**src/rtl/pc_fetch_if.sv**
```systemverilog
// Fetch-unit bundle: decoder/ALU control into the fetch unit, and the imem
// address plus program-counter status back out.
// Optional macro FETCH_PERF_EN adds the perf_retired/perf_redirects counters.
interface pc_fetch_if #(
  parameter int ADDR_W = 12
);
  logic              jp;
  logic              jpr;
  logic              br_ne;
  logic              br_lt;
  logic              rst_sel;
  logic              cmp_ne;
  logic              cmp_lt;
  logic              rstatus_nz;
  logic [26:0]       target;
  logic [16:0]       imm;
  logic [31:0]       rd_value;
  logic              stall;
  logic [ADDR_W-1:0] imem_addr;
  logic              imem_en;
  logic [ADDR_W-1:0] pc;
  logic [31:0]       pc_plus1;
  logic              inst_valid;
  logic              commit;
`ifdef FETCH_PERF_EN
  logic [31:0]       perf_retired;
  logic [31:0]       perf_redirects;

  modport master (
    output jp, jpr, br_ne, br_lt, rst_sel, cmp_ne, cmp_lt, rstatus_nz,
           target, imm, rd_value, stall,
    input  imem_addr, imem_en, pc, pc_plus1, inst_valid, commit,
           perf_retired, perf_redirects
  );
  modport slave (
    input  jp, jpr, br_ne, br_lt, rst_sel, cmp_ne, cmp_lt, rstatus_nz,
           target, imm, rd_value, stall,
    output imem_addr, imem_en, pc, pc_plus1, inst_valid, commit,
           perf_retired, perf_redirects
  );
`else
  modport master (
    output jp, jpr, br_ne, br_lt, rst_sel, cmp_ne, cmp_lt, rstatus_nz,
           target, imm, rd_value, stall,
    input  imem_addr, imem_en, pc, pc_plus1, inst_valid, commit
  );
  modport slave (
    input  jp, jpr, br_ne, br_lt, rst_sel, cmp_ne, cmp_lt, rstatus_nz,
           target, imm, rd_value, stall,
    output imem_addr, imem_en, pc, pc_plus1, inst_valid, commit
  );
`endif
endinterface

```
**src/rtl/pc_fetch_unit.sv**
```systemverilog
// Program counter / fetch unit: BOOT -> RUN <-> STALL, next-PC selection
// from decoder jump/branch bits and ALU flags, drives a registered-read imem.
// Optional macro FETCH_PERF_EN adds saturating retired/redirect counters.
module pc_fetch_unit #(
  parameter int                ADDR_W   = 12,
  parameter logic [ADDR_W-1:0] RESET_PC = '0
) (
  input  logic         clock_i,
  input  logic         reset_ni,
  pc_fetch_if.slave    fetch_if
);

  typedef enum logic [1:0] {
    BOOT  = 2'd0,
    RUN   = 2'd1,
    STALL = 2'd2
  } state_e;

  state_e            state_q, state_d;
  logic [ADDR_W-1:0] pc_q, pc_d;
  logic [ADDR_W-1:0] pc_inc;
  logic [ADDR_W-1:0] imm_ext;
  logic [ADDR_W-1:0] br_tgt;
  logic [ADDR_W-1:0] next_pc;
  logic              br_taken;
  logic              advance;
  logic [ADDR_W-1:0] imem_addr;
  logic              imem_en;
  logic              inst_valid;
  logic              commit;

  // Sign-extend (or truncate) the branch offset to PC width; wraps naturally.
  assign imm_ext  = ADDR_W'($signed(fetch_if.imm));
  assign pc_inc   = pc_q + ADDR_W'(1);
  assign br_tgt   = pc_inc + imm_ext;
  assign br_taken = (fetch_if.br_ne & fetch_if.cmp_ne) |
                    (fetch_if.br_lt & fetch_if.cmp_lt);

  // The instruction on imem_q retires whenever we are past boot and not stalled.
  assign advance  = (state_q != BOOT) && !fetch_if.stall;

  // Next-PC priority: jr, then j/jal/bex, then taken branch, then sequential.
  always_comb begin
    next_pc = pc_inc;
    if (fetch_if.jpr) begin
      next_pc = fetch_if.rd_value[ADDR_W-1:0];
    end else if (fetch_if.jp) begin
      if (!fetch_if.rst_sel || fetch_if.rstatus_nz) begin
        next_pc = fetch_if.target[ADDR_W-1:0];
      end
    end else if (br_taken) begin
      next_pc = br_tgt;
    end
  end

  assign pc_d = advance ? next_pc : pc_q;

  // State and PC registers with synchronous active-low reset.
  always_ff @(posedge clock_i) begin
    if (!reset_ni) begin
      state_q <= BOOT;
      pc_q    <= RESET_PC;
    end else begin
      state_q <= state_d;
      pc_q    <= pc_d;
    end
  end

  // Next-state: one boot cycle, then RUN/STALL follow the stall input.
  always_comb begin
    state_d = state_q;
    case (state_q)
      BOOT:    state_d = RUN;
      RUN:     state_d = fetch_if.stall ? STALL : RUN;
      STALL:   state_d = fetch_if.stall ? STALL : RUN;
      default: state_d = BOOT;
    endcase
  end

  // Outputs; reset forces the quiet boot values immediately, even mid-stall.
  always_comb begin
    imem_en    = 1'b0;
    inst_valid = 1'b0;
    commit     = 1'b0;
    imem_addr  = pc_q;
    if (!reset_ni) begin
      imem_addr = RESET_PC;
    end else begin
      case (state_q)
        BOOT: begin
          imem_en = 1'b1;
        end
        RUN, STALL: begin
          imem_en    = 1'b1;
          inst_valid = 1'b1;
          commit     = !fetch_if.stall;
          // Present next_pc on commit so imem_q lines up with the new pc.
          imem_addr  = fetch_if.stall ? pc_q : next_pc;
        end
        default: ;
      endcase
    end
  end

  assign fetch_if.imem_addr  = imem_addr;
  assign fetch_if.imem_en    = imem_en;
  assign fetch_if.pc         = pc_q;
  assign fetch_if.pc_plus1   = 32'(pc_inc);
  assign fetch_if.inst_valid = inst_valid;
  assign fetch_if.commit     = commit;

`ifdef FETCH_PERF_EN
  logic [31:0] perf_retired_q;
  logic [31:0] perf_redirects_q;

  // Saturating counters of retired instructions and non-sequential commits.
  always_ff @(posedge clock_i) begin
    if (!reset_ni) begin
      perf_retired_q   <= '0;
      perf_redirects_q <= '0;
    end else if (commit) begin
      if (perf_retired_q != '1) begin
        perf_retired_q <= perf_retired_q + 32'd1;
      end
      if ((next_pc != pc_inc) && (perf_redirects_q != '1)) begin
        perf_redirects_q <= perf_redirects_q + 32'd1;
      end
    end
  end

  assign fetch_if.perf_retired   = perf_retired_q;
  assign fetch_if.perf_redirects = perf_redirects_q;
`endif

endmodule
```
**src/flat_wrapper.sv**
```systemverilog
// flat-port wrapper written by rule: the top's interface ports become plain ports
module pc_fetch_unit_flat 
#(
  parameter int                ADDR_W   = 12,
  parameter logic [ADDR_W-1:0] RESET_PC = '0
)
  (clock_i, reset_ni, fetch_if_jp, fetch_if_jpr, fetch_if_br_ne, fetch_if_br_lt, fetch_if_rst_sel, fetch_if_cmp_ne, fetch_if_cmp_lt, fetch_if_rstatus_nz, fetch_if_target, fetch_if_imm, fetch_if_rd_value, fetch_if_stall, fetch_if_imem_addr, fetch_if_imem_en, fetch_if_pc, fetch_if_pc_plus1, fetch_if_inst_valid, fetch_if_commit);
  pc_fetch_if #(.ADDR_W(ADDR_W)) fetch_if_i ();
  input  logic clock_i;
  input  logic reset_ni;
  input wire logic [$bits(fetch_if_i.jp)-1:0] fetch_if_jp;
  input wire logic [$bits(fetch_if_i.jpr)-1:0] fetch_if_jpr;
  input wire logic [$bits(fetch_if_i.br_ne)-1:0] fetch_if_br_ne;
  input wire logic [$bits(fetch_if_i.br_lt)-1:0] fetch_if_br_lt;
  input wire logic [$bits(fetch_if_i.rst_sel)-1:0] fetch_if_rst_sel;
  input wire logic [$bits(fetch_if_i.cmp_ne)-1:0] fetch_if_cmp_ne;
  input wire logic [$bits(fetch_if_i.cmp_lt)-1:0] fetch_if_cmp_lt;
  input wire logic [$bits(fetch_if_i.rstatus_nz)-1:0] fetch_if_rstatus_nz;
  input wire logic [$bits(fetch_if_i.target)-1:0] fetch_if_target;
  input wire logic [$bits(fetch_if_i.imm)-1:0] fetch_if_imm;
  input wire logic [$bits(fetch_if_i.rd_value)-1:0] fetch_if_rd_value;
  input wire logic [$bits(fetch_if_i.stall)-1:0] fetch_if_stall;
  output wire logic [$bits(fetch_if_i.imem_addr)-1:0] fetch_if_imem_addr;
  output wire logic [$bits(fetch_if_i.imem_en)-1:0] fetch_if_imem_en;
  output wire logic [$bits(fetch_if_i.pc)-1:0] fetch_if_pc;
  output wire logic [$bits(fetch_if_i.pc_plus1)-1:0] fetch_if_pc_plus1;
  output wire logic [$bits(fetch_if_i.inst_valid)-1:0] fetch_if_inst_valid;
  output wire logic [$bits(fetch_if_i.commit)-1:0] fetch_if_commit;
  assign fetch_if_i.jp = fetch_if_jp;
  assign fetch_if_i.jpr = fetch_if_jpr;
  assign fetch_if_i.br_ne = fetch_if_br_ne;
  assign fetch_if_i.br_lt = fetch_if_br_lt;
  assign fetch_if_i.rst_sel = fetch_if_rst_sel;
  assign fetch_if_i.cmp_ne = fetch_if_cmp_ne;
  assign fetch_if_i.cmp_lt = fetch_if_cmp_lt;
  assign fetch_if_i.rstatus_nz = fetch_if_rstatus_nz;
  assign fetch_if_i.target = fetch_if_target;
  assign fetch_if_i.imm = fetch_if_imm;
  assign fetch_if_i.rd_value = fetch_if_rd_value;
  assign fetch_if_i.stall = fetch_if_stall;
  assign fetch_if_imem_addr = fetch_if_i.imem_addr;
  assign fetch_if_imem_en = fetch_if_i.imem_en;
  assign fetch_if_pc = fetch_if_i.pc;
  assign fetch_if_pc_plus1 = fetch_if_i.pc_plus1;
  assign fetch_if_inst_valid = fetch_if_i.inst_valid;
  assign fetch_if_commit = fetch_if_i.commit;
  pc_fetch_unit #(.ADDR_W(ADDR_W), .RESET_PC(RESET_PC)) u_core (.clock_i(clock_i), .reset_ni(reset_ni), .fetch_if(fetch_if_i));
endmodule
```
**config.mk**
```make
export PLATFORM = sky130hd
export DESIGN_NAME = pc_fetch_unit_flat
export DESIGN_NICKNAME = d
export VERILOG_FILES = /design/src/rtl/pc_fetch_if.sv /design/src/rtl/pc_fetch_unit.sv /design/src/flat_wrapper.sv
export SDC_FILE = /design/constraint.sdc
export NUM_CORES = 1
export LEC_CHECK = 0
export CAP_MARGIN = 20
export CORE_MARGIN = 10
export CORE_UTILIZATION = 37
export CTS_CLUSTER_DIAMETER = 150
export DETAILED_ROUTE_END_ITERATION = 6
export PLACE_DENSITY = 0.92
export SLEW_MARGIN = 20
export SYNTH_ARGS = -nofsm -noshare
export SYNTH_HDL_FRONTEND = slang
export SYNTH_SLANG_ARGS = --single-unit
export TNS_END_PERCENT = 1
```
**constraint.sdc**
```tcl
create_clock -name clock_i -period 3.7 [get_ports clock_i]
set_input_delay 0.74 -clock clock_i [delete_from_list [all_inputs] [get_ports clock_i]]
set_output_delay 0.74 -clock clock_i [all_outputs]
set_load 0.02 [all_outputs]
```
### Word level (Yosys, flattened, before mapping)

Index checks and enable logic that the tools add are counted.

* $add $sub $neg: 2
* eq/ne operators: 2
* multiplexer cells: 15
* bitwise logic cells: 3
* reduce and logical (&&, ||, !) cells: 8

Operators by type and width (count)
* $mux W12: 7
* $add A12 B1 Y12 const B: 1
* $add A12 B12 Y12: 1
* $mux W1: 6
* $pmux W2 S2: 1
* $reduce_or A3 Y1: 1
* $and A1 B1 Y1: 2
* $eq A2 B1 Y1 const B: 1
* $eq A2 B2 Y1 const B: 1
* $logic_not A1 Y1: 2
* $logic_not A2 Y1: 1
* $mux W2: 1
* $reduce_bool A2 Y1: 1
* $reduce_or A2 Y1: 1
* $logic_and A1 B1 Y1: 1
* $logic_or A1 B1 Y1: 1
* $or A1 B1 Y1: 1

* register bits after elaboration: 14
* input port bits: 87
* output and inout port bits: 59
* word-level logic and storage cells: 32

### Longest topological paths before layout

Gate-level depths: netlist (run 1).

* depth after elaboration: 8
* depth in mapped cells: 12
* depth with buffers taken out: 11

### Least setup slack after synthesis (run 1)

No wires, ideal clock.

* kind: reg-to-output
* start point: register u_core.pc_q[2] (netlist: u_core.fetch_if.pc[2])
* end point: output fetch_if_imem_addr[10]
* arrival: 3478 ps
* data required time: 2960 ps
* slack: -518 ps
* cell stages (with the launch flop): 11
* buffers on the path: 1
* cell sequence: dfxtp_1 > and4_1 > buf_2 > nand3_1 > xnor2_1 > ha_1 > a2111oi_0 > a211oi_1 > a211oi_1 > mux2i_1 > nor3_1

* longest elaborated chain between the ends: 8
* elaborated cells between the ends (all ways): 9
* those cells by class: add/sub: 2; mux: 7

RTL lines
* start, declared: RTL line pc_fetch_unit.sv:20 `logic [ADDR_W-1:0] pc_q, pc_d;`
* start signal, assigned: RTL line pc_fetch_unit.sv:65 `pc_q <= pc_d;`
* $add A12 B1 Y12: RTL line pc_fetch_unit.sv:34 `assign pc_inc = pc_q + ADDR_W'(1);`
* via fetch_if_pc_plus1[7]: RTL line flat_wrapper.sv:26 `output wire logic [$bits(fetch_if_i.pc_plus1)-1:0] fetch_if_pc_plus1;`
* $add A12 B12 Y12: RTL line pc_fetch_unit.sv:35 `assign br_tgt = pc_inc + imm_ext;`
* $mux W12: RTL line pc_fetch_unit.sv:51 `end else if (br_taken) begin`
* $mux W12: RTL line pc_fetch_unit.sv:47 `end else if (fetch_if.jp) begin`
* $mux W12: RTL line pc_fetch_unit.sv:45 `if (fetch_if.jpr) begin`
* $mux W12: RTL line pc_fetch_unit.sv:98 `imem_addr = fetch_if.stall ? pc_q : next_pc;`
* $mux W12: RTL line pc_fetch_unit.sv:89 `case (state_q)`
* $mux W12: RTL line pc_fetch_unit.sv:86 `if (!reset_ni) begin`
* end, declared: RTL line flat_wrapper.sv:23 `output wire logic [$bits(fetch_if_i.imem_addr)-1:0] fetch_if_imem_addr;`

The timed path passes the listed nets, and every way through them passes these cells.

### Final worst setup path (run 1)

* start point: register u_core.pc_q[1] (netlist: u_core.fetch_if.pc[1])
* end point: output fetch_if_imem_addr[7]

* longest elaborated chain between the ends: 8
* elaborated cells between the ends (all ways): 9
* those cells by class: add/sub: 2; mux: 7

RTL lines (RTL line)
* $add A12 B1 Y12 (*): pc_fetch_unit.sv:34
* $add A12 B12 Y12: pc_fetch_unit.sv:35
* $mux W12: pc_fetch_unit.sv:51
* $mux W12 (*): pc_fetch_unit.sv:47
* $mux W12 (*): pc_fetch_unit.sv:45
* $mux W12 (*): pc_fetch_unit.sv:98
* $mux W12 (*): pc_fetch_unit.sv:89
* $mux W12 (*): pc_fetch_unit.sv:86

Mark *: on every way between the ends. The rest lies on a longest branch, timed or not.

==> impl_metrics.ini, run 1 <==
[run_status]
run_status = finished, violations left
failed_checks = negative setup slack

[critical_path]
critPathArrivalTime_ns = 3.06
end_kind = primary output
max_stage_delay_ns = 0.37
crit_fanout = 4
cp.required_ns = 2.96
worstSetupStartpointType = flip-flop
worstSetupPathType = reg -> out
critPathBufInv = 2
slowest_stage = dfxtp_4
critPathTopFamily = compound AO/OA/AOI/OAI gates
path_cells = buf_6 > ha_4 > xor2_4 > ha_4 > o211ai_1 > o21ai_2 > o221a_1 > o311a_1 > or3_4 > a21oi_4 > buf_6

[final_layout]
final_util_pct = 69.94
fillers = 405
fin_nets = 575
areaGrowthSynthToFinish_pct = 83.70
fin_cells = 544
drive_gt1_share_pct = 34.54
num_antenna_cells = 0

[placed_design]
pre_cts_slack_ns = -0.7340
place.gp.congestion = 0.9759
io_buffers = 85
dp_hpwl_um = 7759
dp.cells = 533

[floorplanning]
chipWidth_um = 97.83
num_rows = 28
start_util_pct = 38.07
design.die.area_um2 = 9570
die-height_um = 97.83
io_pins = 146
coreArea_um2 = 5886

[yosys]
yosys_register_bits = 14
ys.flop_type = dfxtp_1
yosysTopAreaCell = dfxtp_1
synth-compound-area-share_pct = 31.60
netlist_instances = 315
synth_common_cells = nand2_1 (33), nor2_1 (24), buf_4 (20)
yosysSeqAreaShare_pct = 12.51
synthDistinctLibCells = 60
ys_warn_count = 0
synth-simple-area-share_pct = 23.84
synth-edff-count = 0
synth_xor_area_share_pct = 5.472
synth_fa_ha_area_share_pct = 10.39
yosysTopAreaCellShare_pct = 12.51
synth.area.top_cells = dfxtp_1 (13%), ha_1 (9.5%), buf_4 (6.7%)
synth_area_um2 = 2241
avgSynthCellArea_um2 = 7.114
synth_top_family_by_area = compound AO/OA/AOI/OAI gates
yosysMostFrequentCell = nand2_1
synthArstFlopShare_pct = 0
synth_mux_area_share_pct = 4.020

[sta]
fin_hold_ws_ns = 0.6085
maxSlewViolCount = 0
timing.fmax_ghz = 0.2632
fin_ws_ns = -0.09976
final_hold_viol_count = 0
finalCriticalPeriod_ns = 3.800
setup_viol = 6
fin_crit_sh_pct = 102.7
finClkSkew_ns = 0.004205
rsz0062_at_grt = true

[routing]
first_pass_iters = 7
drt_iter0_markers = 392
detail-route-antenna-nets = 0
detail_route.wl_per_cell_um = 20.01
via_per_inst = 5.949
routed_wl_um = 10880
drc = 0
num_vias = 3236

[global_route]
antenna_found_initial = 0
grtUsageTotal_pct = 18.27
grt_pass1_vias = 3013
grt_pass1_wl_um = 15020
grt_overflow = 0
grt_max_degree = 19

[worst_hold_path]
hp-class = reg -> reg

[clock_tree]
cts_tree = yes
htree_levels = 1
clk_pin_slew_worst_paths_ns = 0.07
clock_latency_ns = 0.25
clockBufferDepth = 2
ctsRootBufferMaster = clkbuf_8
cts_sinks = 14
numCtsBuffers = 3
ctsHoldBuffers = 0

[job]
cap_violations = 0

[power_and_ir_drop]
peakVddDrop_mv = 0.1753
power_density_nw_per_um2 = 266.5
p_leak_nw = 1.844
total_power_mw = 1.097
==> sequential cells by signal, indices dropped and copies added, names as in the netlist <==
signal / count
u_core.fetch_if.pc: 12
u_core.state_q: 2
==> where the power goes <==
group	total [mW]	internal [mW]	switching (mW)
Sequential	0.188	0.167	0.0205
Clock	0.155	0.0944	0.0602
Combinational	0.755	0.362	0.393
Total	1.10	0.624	0.473
==> final timing paths <==
kind,slack (ns),endpoint,cells past startpoint,startpoint
setup / recovery,-0.1,fetch_if_imem_addr[7],11,u_core.fetch_if.pc[1]
hold reg to reg,0.61,u_core.fetch_if.pc[9],2,u_core.fetch_if.pc[9]
setup reg to reg,0.84,u_core.fetch_if.pc[10],14,u_core.fetch_if.pc[1]
hold / removal,0.61,u_core.fetch_if.pc[9],2,u_core.fetch_if.pc[9]
==> routing by layer <==
layer | GRT usage [%] | vias to the layer above | wire length, um
met5 | 0 | - | 0
met4 | 5.593 | 0 | 539
met3 | 3.242 | 54 | 1033
met2 | 31.88 | 251 | 5235
met1 | 22.09 | 1498 | 4075
li1 | - | 1433 | -
==> timing repair <==
action / 4_1_cts / 5_1_grt
pin swaps: 13 / 34
resized for setup: 57 / 57
buffers inserted: 1 / 6
setup endpoints to repair: 12 / 11
==> layout by cell type (no fill, tap or decap), types with 7 or more instances in the layout <==
master,count
nand3_1,7
ha_4,7
o21ai_0,13
nand2_1,32
conb_1,20
dfxtp_1,10
inv_1,9
mux2i_1,9
buf_6,7
clkdlybuf4s50_1,68
nor3_1,8
ha_1,9
nor2_1,24
a21oi_1,12
buf_4,83
nand2b_1,7
==> logic make-up after synthesis <==
family | count (synthesis)
flip-flops | 14
adder cells (fa/ha/maj) | 18
multiplexers | 9
buffers and inverters | 51
AO/OA/AOI/OAI | 98
other | 1
XOR/XNOR | 14
AND/OR/NAND/NOR | 110
==> layout make-up <==
type	instances	area, um^2	area share (%)
multi-input cells	269	2135	51.85
repair buffers	170	1495	36.32
flip-flops and latches	14	292.8	7.112
well taps	75	93.84	2.280
clock buffers	4	55.05	1.337
inverters	12	45.04	1.094
==> through the flow <==
stage	area, um^2	TNS [ns]
6_report	4116	-0.2886
5_1_grt	4116	-0.8918
4_1_cts	3794	-0.9503
3_5_place_dp	3687	-5.692
3_3_place_gp	3687	-5.159
2_1_floorplan	2382	-0.1196
==> worst register-to-register path: stages, from the launching register on <==
cell      delay (ns)
dfxtp_4         0.37
buf_6           0.13
ha_4            0.17
xor2_4          0.22
ha_4            0.24
buf_4           0.12
buf_4           0.15
a211oi_4        0.27
or2_4           0.17
a211oi_1        0.08
a211oi_2        0.32
buf_4           0.17
buf_4           0.10
mux2i_1         0.16
nor3_1          0.06
(Power assumes the default switching activity.)
==> inputs of run 2 (changes only) <==
--- a/config.mk
+++ b/config.mk
@@ -8,8 +8,9 @@
 export CAP_MARGIN = 20
 export CORE_MARGIN = 10
 export CORE_UTILIZATION = 37
-export CTS_CLUSTER_DIAMETER = 150
+export CTS_CLUSTER_DIAMETER = 120
 export DETAILED_ROUTE_END_ITERATION = 6
+export MAX_ROUTING_LAYER = met4
 export PLACE_DENSITY = 0.92
 export SLEW_MARGIN = 20
 export SYNTH_ARGS = -nofsm -noshare
==> impl_metrics.ini, run 2 (synthesized netlist as in run 1, its figures left out) <==
[power_and_ir_drop]
power_density_nw_per_um2 = 267.6
peakVddDrop_mv = 0.2046
total_power_mw = 1.085
p_leak_nw = 1.808

[floorplanning]
coreArea_um2 = 5886
design.die.area_um2 = 9570
num_rows = 28
die-height_um = 97.83
chipWidth_um = 97.83
io_pins = 146
start_util_pct = 38.07

[run_status]
run_status = finished, violations left
failed_checks = negative setup slack

[final_layout]
areaGrowthSynthToFinish_pct = 80.90
mostFrequentLayoutCell = buf_4
drive_gt1_share_pct = 34.12
final_util_pct = 68.88
fin_nets = 575
num_antenna_cells = 0
layout_common_cells = buf_4 (85), clkdlybuf4s50_1 (69), nand2_1 (32), nor2_1 (24), conb_1 (20)
final_area_um2 = 4054
largest_register_ffs = 12
fin_cells = 544

[sta]
maxSlewViolCount = 0
rsz0062_at_grt = true
finClkSkew_ns = 0.001181
fin_crit_sh_pct = 103.5
setup_viol = 4
finalCriticalPeriod_ns = 3.830
fin_ws_ns = -0.1299
final_hold_viol_count = 0
timing.fmax_ghz = 0.2611
fin_hold_ws_ns = 0.5846
fin_setup_tns_ns = -0.2620

[clock_tree]
clk_pin_slew_worst_paths_ns = 0.06
cts_tree = yes
numCtsBuffers = 3
cts_sinks = 14
ctsRootBufferMaster = clkbuf_8
htree_levels = 1
clock_latency_ns = 0.26
clockBufferDepth = 2
ctsHoldBuffers = 0

[routing]
drt_iter0_markers = 317
via_per_inst = 5.875
met3_length_um = 864
top_layer = met4
num_vias = 3196
met2_length_um = 5218
first_pass_iters = 5
detail_route.wl_per_cell_um = 19.71
detail-route-antenna-nets = 0
drc = 0
wl_met1_um = 4072
routed_wl_um = 10720

[global_route]
grt_pass1_wl_um = 15410
grt_pass1_vias = 3070
grt_overflow = 0
antenna_found_initial = 0
grtUsageTotal_pct = 19.69
grt_max_degree = 19

[worst_hold_path]
hp-class = reg -> reg

[critical_path]
critPathTopFamily = compound AO/OA/AOI/OAI gates
path_cells = ha_2 > buf_4 > nand2_2 > xor2_2 > inv_2 > ha_4 > a21o_1 > o221a_1 > o311a_1 > or3_4 > a21oi_4 > buf_6
crit_fanout = 3
worstSetupStartpointType = flip-flop
slowest_stage = or3_4
critPathArrivalTime_ns = 3.09
cp.required_ns = 2.96
worstSetupPathType = reg -> out
end_kind = primary output
critPathBufInv = 3
max_stage_delay_ns = 0.39

[placed_design]
place_area_um2 = 3680
pre_cts_slack_ns = -0.7391
dp.cells = 532
place.gp.congestion = 0.9961
dp_hpwl_um = 7883
io_buffers = 85

[job]
cap_violations = 0
[run 2: changes by cell type in the layout (fill, tap and decap cells not counted), moves of 2 or more]
cell,delta
buf_4,+2
buf_6,-2
dfxtp_2,+4
dfxtp_4,-3
dlymetal6s2s_1,-2
ha_1,-2
ha_2,+2
xnor2_2,-2
[run 2: report_power, final]
group          internal, mW  total [mW]  switching [mW]
sequential            0.168       0.185          0.0172
combinational         0.358       0.743           0.385
clock                0.0947       0.156          0.0617
[run 2: final timing paths]
check,from,endpoint,slack (ns),depth (start not counted)
worst max-delay path,u_core.fetch_if.pc[0],fetch_if_imem_addr[7],-0.13,12
worst min-delay path,u_core.fetch_if.pc[11],u_core.fetch_if.pc[11],0.58,2
worst max register to register,u_core.fetch_if.pc[0],u_core.fetch_if.pc[7],0.83,12
worst min register to register,u_core.fetch_if.pc[11],u_core.fetch_if.pc[11],0.58,2
[run 2: layout make-up]
class                           instances  area [um^2]
Multi-Input combinational cell        269         2096
Clock buffer                            4        55.05
Sequential cell                        14        286.5
Inverter                               12        45.04
Tap cell                               75        93.84
Timing Repair Buffer                  170         1478
Fill cell                             444         1832
[run 2: what timing repair did]
action | CTS | global route
setup buffers | 2 | 6
pin swaps | 19 | 20
gates cloned | 0 | 0
resized for setup | 63 | 39
hold endpoints to repair | 0 | 0
setup endpoints to repair | 12 | 10
[run 2: tightest hold or removal path, cell delays in order, from the launching register on]
cell      delay (ns)
dfxtp_1         0.35
nand2_1         0.11
a211oi_1        0.08
[run 2: routing by layer]
metal  vias to the layer above  global-route usage [%]
met3                        67                   3.312
met1                      1479                   21.86
met5                         -                       -
li1                       1435                       -
met4                         0                   5.928
met2                       215                   35.03
==> edit: new RTL, settings of run 1 <==
`ADDR_W` is set to 12 in 3 places; all go to 14.
--- a/src/rtl/pc_fetch_if.sv
+++ b/src/rtl/pc_fetch_if.sv
@@ -2,7 +2,7 @@
 // address plus program-counter status back out.
 // Optional macro FETCH_PERF_EN adds the perf_retired/perf_redirects counters.
 interface pc_fetch_if #(
-  parameter int ADDR_W = 12
+  parameter int ADDR_W = 14
 );
   logic              jp;
   logic              jpr;
--- a/src/rtl/pc_fetch_unit.sv
+++ b/src/rtl/pc_fetch_unit.sv
@@ -2,7 +2,7 @@
 // from decoder jump/branch bits and ALU flags, drives a registered-read imem.
 // Optional macro FETCH_PERF_EN adds saturating retired/redirect counters.
 module pc_fetch_unit #(
-  parameter int                ADDR_W   = 12,
+  parameter int                ADDR_W   = 14,
   parameter logic [ADDR_W-1:0] RESET_PC = '0
 ) (
   input  logic         clock_i,
--- a/src/flat_wrapper.sv
+++ b/src/flat_wrapper.sv
@@ -1,7 +1,7 @@
 // flat-port wrapper written by rule: the top's interface ports become plain ports
 module pc_fetch_unit_flat 
 #(
-  parameter int                ADDR_W   = 12,
+  parameter int                ADDR_W   = 14,
   parameter logic [ADDR_W-1:0] RESET_PC = '0
 )
   (clock_i, reset_ni, fetch_if_jp, fetch_if_jpr, fetch_if_br_ne, fetch_if_br_lt, fetch_if_rst_sel, fetch_if_cmp_ne, fetch_if_cmp_lt, fetch_if_rstatus_nz, fetch_if_target, fetch_if_imm, fetch_if_rd_value, fetch_if_stall, fetch_if_imem_addr, fetch_if_imem_en, fetch_if_pc, fetch_if_pc_plus1, fetch_if_inst_valid, fetch_if_commit);
Interface: changed (resized fetch_if_imem_addr and fetch_if_pc); port bits go from 146 to 150. The function was not compared with the original's and may differ.
==> edit against run 1 <==
The flow still finishes with violations (setup timing). Final area increased by 18%. Sequential power is 14% higher. Wire length rose by 20%. Total power is 16% higher. Hold slack lost 0.051 ns. Clock power down 17%. Area after synthesis is 12% higher. Sequential share of layout area fell by 0.19 points. Sequential cell count increased by 2. Critical path depth increased by 5. Worst setup slack lost 0.083 ns. Largest cell class unchanged. Highest routed layer unchanged.
==> edit: results (changes against run 1) <==
Outcome
• **run status** finished, violations left
• **violated checks** setup timing

Worst setup path
• **beginning of the worst register-to-register path** u_core.fetch_if.pc[0]
• **capture point of the worst reg-to-reg path** u_core.fetch_if.pc[13]
• **slack of the worst reg-to-reg path** 0.80 ns, -0.04 ns
• **arrival time at the worst endpoint** 3.14 ns, +0.08 ns
• **depth of the worst register-to-register path** 15, +1
• **delay of the slowest critical-path stage** 0.40 ns, +0.03 ns

Clocking
• **clock slew at reported path FFs** 0.06 ns
• **Max clock buf depth** 2, unchanged

Drt
• **average wire per cell in the routed design** 20.75 um, +3.7%
• **number of violations reported at the end of detailed-routing iteration 0** 378, -3.6%
• **drt via density** 5.919, -0.50%
• **drt total wl** 13080 um, +20%
• **Detailed Routing Iterations Pass 1** 6, -1

Global route
• **all-layer global routing usage** 21.26%, +3.0 points
• **GR Layer Usage met2** 37.68%, +5.8 points
• **met3 Use GR** 4.424%, +1.2 points
• **global-route wire length before repair** 18130 um, +21%
• **met1 track demand over resource in global routing** 24.56%, +2.5 points
• **vias in the first global route** 3694, +23%
• **maximum number of pins on one net before global-route repair** 33, +14

Placement
• **weighted congestion reported at the end of routability-driven placement** 0.9830, +0.73%
• **Inst Count DP** 611, +15%
• **number of buffers inserted by port buffering** 97, +14%
• **area of placed instances** 4330 um2, +17%
• **worst setup slack before clock tree synthesis** -0.9624 ns, -0.2285 ns
• **detailed placer's ending HPWL** 8864 um, +14%

Logic synthesis
• **number of synthesized register bits** 16, +2
• **leading cell types by count after synthesis** sky130_fd_sc_hd__nand2_1, sky130_fd_sc_hd__o21ai_0, sky130_fd_sc_hd__a21oi_1
• **Cell variety after synth** 68, +13%
• **fraction of the yosys area taken by sequential cells** 12.71%, +0.20 points
• **leading post-synthesis cells by cell area** sky130_fd_sc_hd__dfxtp_1, sky130_fd_sc_hd__ha_1, sky130_fd_sc_hd__o21ai_0

Cells and area
• **buffer count excluding the clock tree in the final layout** 213, +25%
• **Clock buffers and inverters, area share** 0.8466%, -0.49 points
• **#MultiIn Comb** 299, +11%
• **sequential share of cell area** 6.927%, -0.19 points
• **Layout fillers** 453, +12%
• **non-clock buffer area fraction after layout** 37.81%, +1.5 points
• **max reg flops** 14, +2
• **# clk buffers** 3, -1
• **share of cells above drive strength 1** 38.55%, +4.0 points
• **number of nets at the end of the flow** 659, +15%
• **multi-input gate area in the final layout** 2482 um2, +16%
• **Signal inverters** 19, +7
• **register area** 337.8 um2, +15%

STA
• **tightest hold margin** 0.5570 ns, -0.05146 ns
• **total negative slack** -1.168 ns, -0.8796 ns
• **clock skew after layout** 0.0008790 ns, -0.003326 ns
• **Final WS setup** -0.1831 ns, -0.08339 ns
• **final setup vio count** 8, +2

Pwr
• **register share of total power** 16.9%, -0.2 points
• **switching part of the total** 43.69%, +0.55 points
• **leak pwr** 0.002172 uW, +18%
• **portion of total power attributed to combinational logic** 72.9%, +4.1 points
• **Power, Total** 1269 uW, +16%

Worst hold path
• **Min-Delay Endpoint** u_core.fetch_if.pc[11]
• **startpoint of the most critical hold path** u_core.fetch_if.pc[11]

-- edit: changes by cell type after synthesis, sizes merged, moves of 4 or more --
cell	change
o21ai	+16
a31oi	+11
nand2	+8
a21oi	+7
inv	+6
mux2i	-6
nor3	-6
a211oi	-5
and3	+4
o221a	-4
-- edit: cell families after synthesis --
kind of cell	share of synthesized area (%)
buffers and inverters	10.82
flip-flops	12.71
multiplexers	1.639
other	0.1488
AND/OR/NAND/NOR	22.89
adder cells (fa/ha/maj)	10.23
AO/OA/AOI/OAI	35.35
XOR/XNOR	6.207
-- edit: layer usage --
layer / routed length (um) / vias to the layer above
met3: 1445 / 79
li1: - / 1667
met1: 4567 / 1715
met2: 6368 / 268
met5: 0 / -
met4: 693 / 0
-- edit: worst min-delay path, cell delays in order, from the launching register on --
cell	delay, ns
sky130_fd_sc_hd__dfxtp_1	0.33
sky130_fd_sc_hd__a21oi_1	0.13
sky130_fd_sc_hd__a21oi_1	0.04
-- edit: worst max-delay path by stage --
stage                          startpoint  slack [ns]                     end
CTS                 u_core.fetch_if.pc[1]       -0.13  fetch_if_imem_addr[12]
floorplan           u_core.fetch_if.pc[0]       -0.08   fetch_if_imem_addr[9]
global placement          fetch_if_imm[0]       -0.90  fetch_if_imem_addr[10]
global route        u_core.fetch_if.pc[0]       -0.33  fetch_if_imem_addr[12]
detailed placement        fetch_if_imm[0]       -0.96  fetch_if_imem_addr[10]
finish              u_core.fetch_if.pc[0]       -0.18  fetch_if_imem_addr[12]
-- edit: timing repair --
| item | 4_1_cts | 5_1_grt |
|---|---|---|
| buffers inserted | 12 | 4 |
| pin swaps | 37 | 24 |
| endpoints found under the setup margin | 14 | 13 |
| gates resized for setup | 110 | 30 |
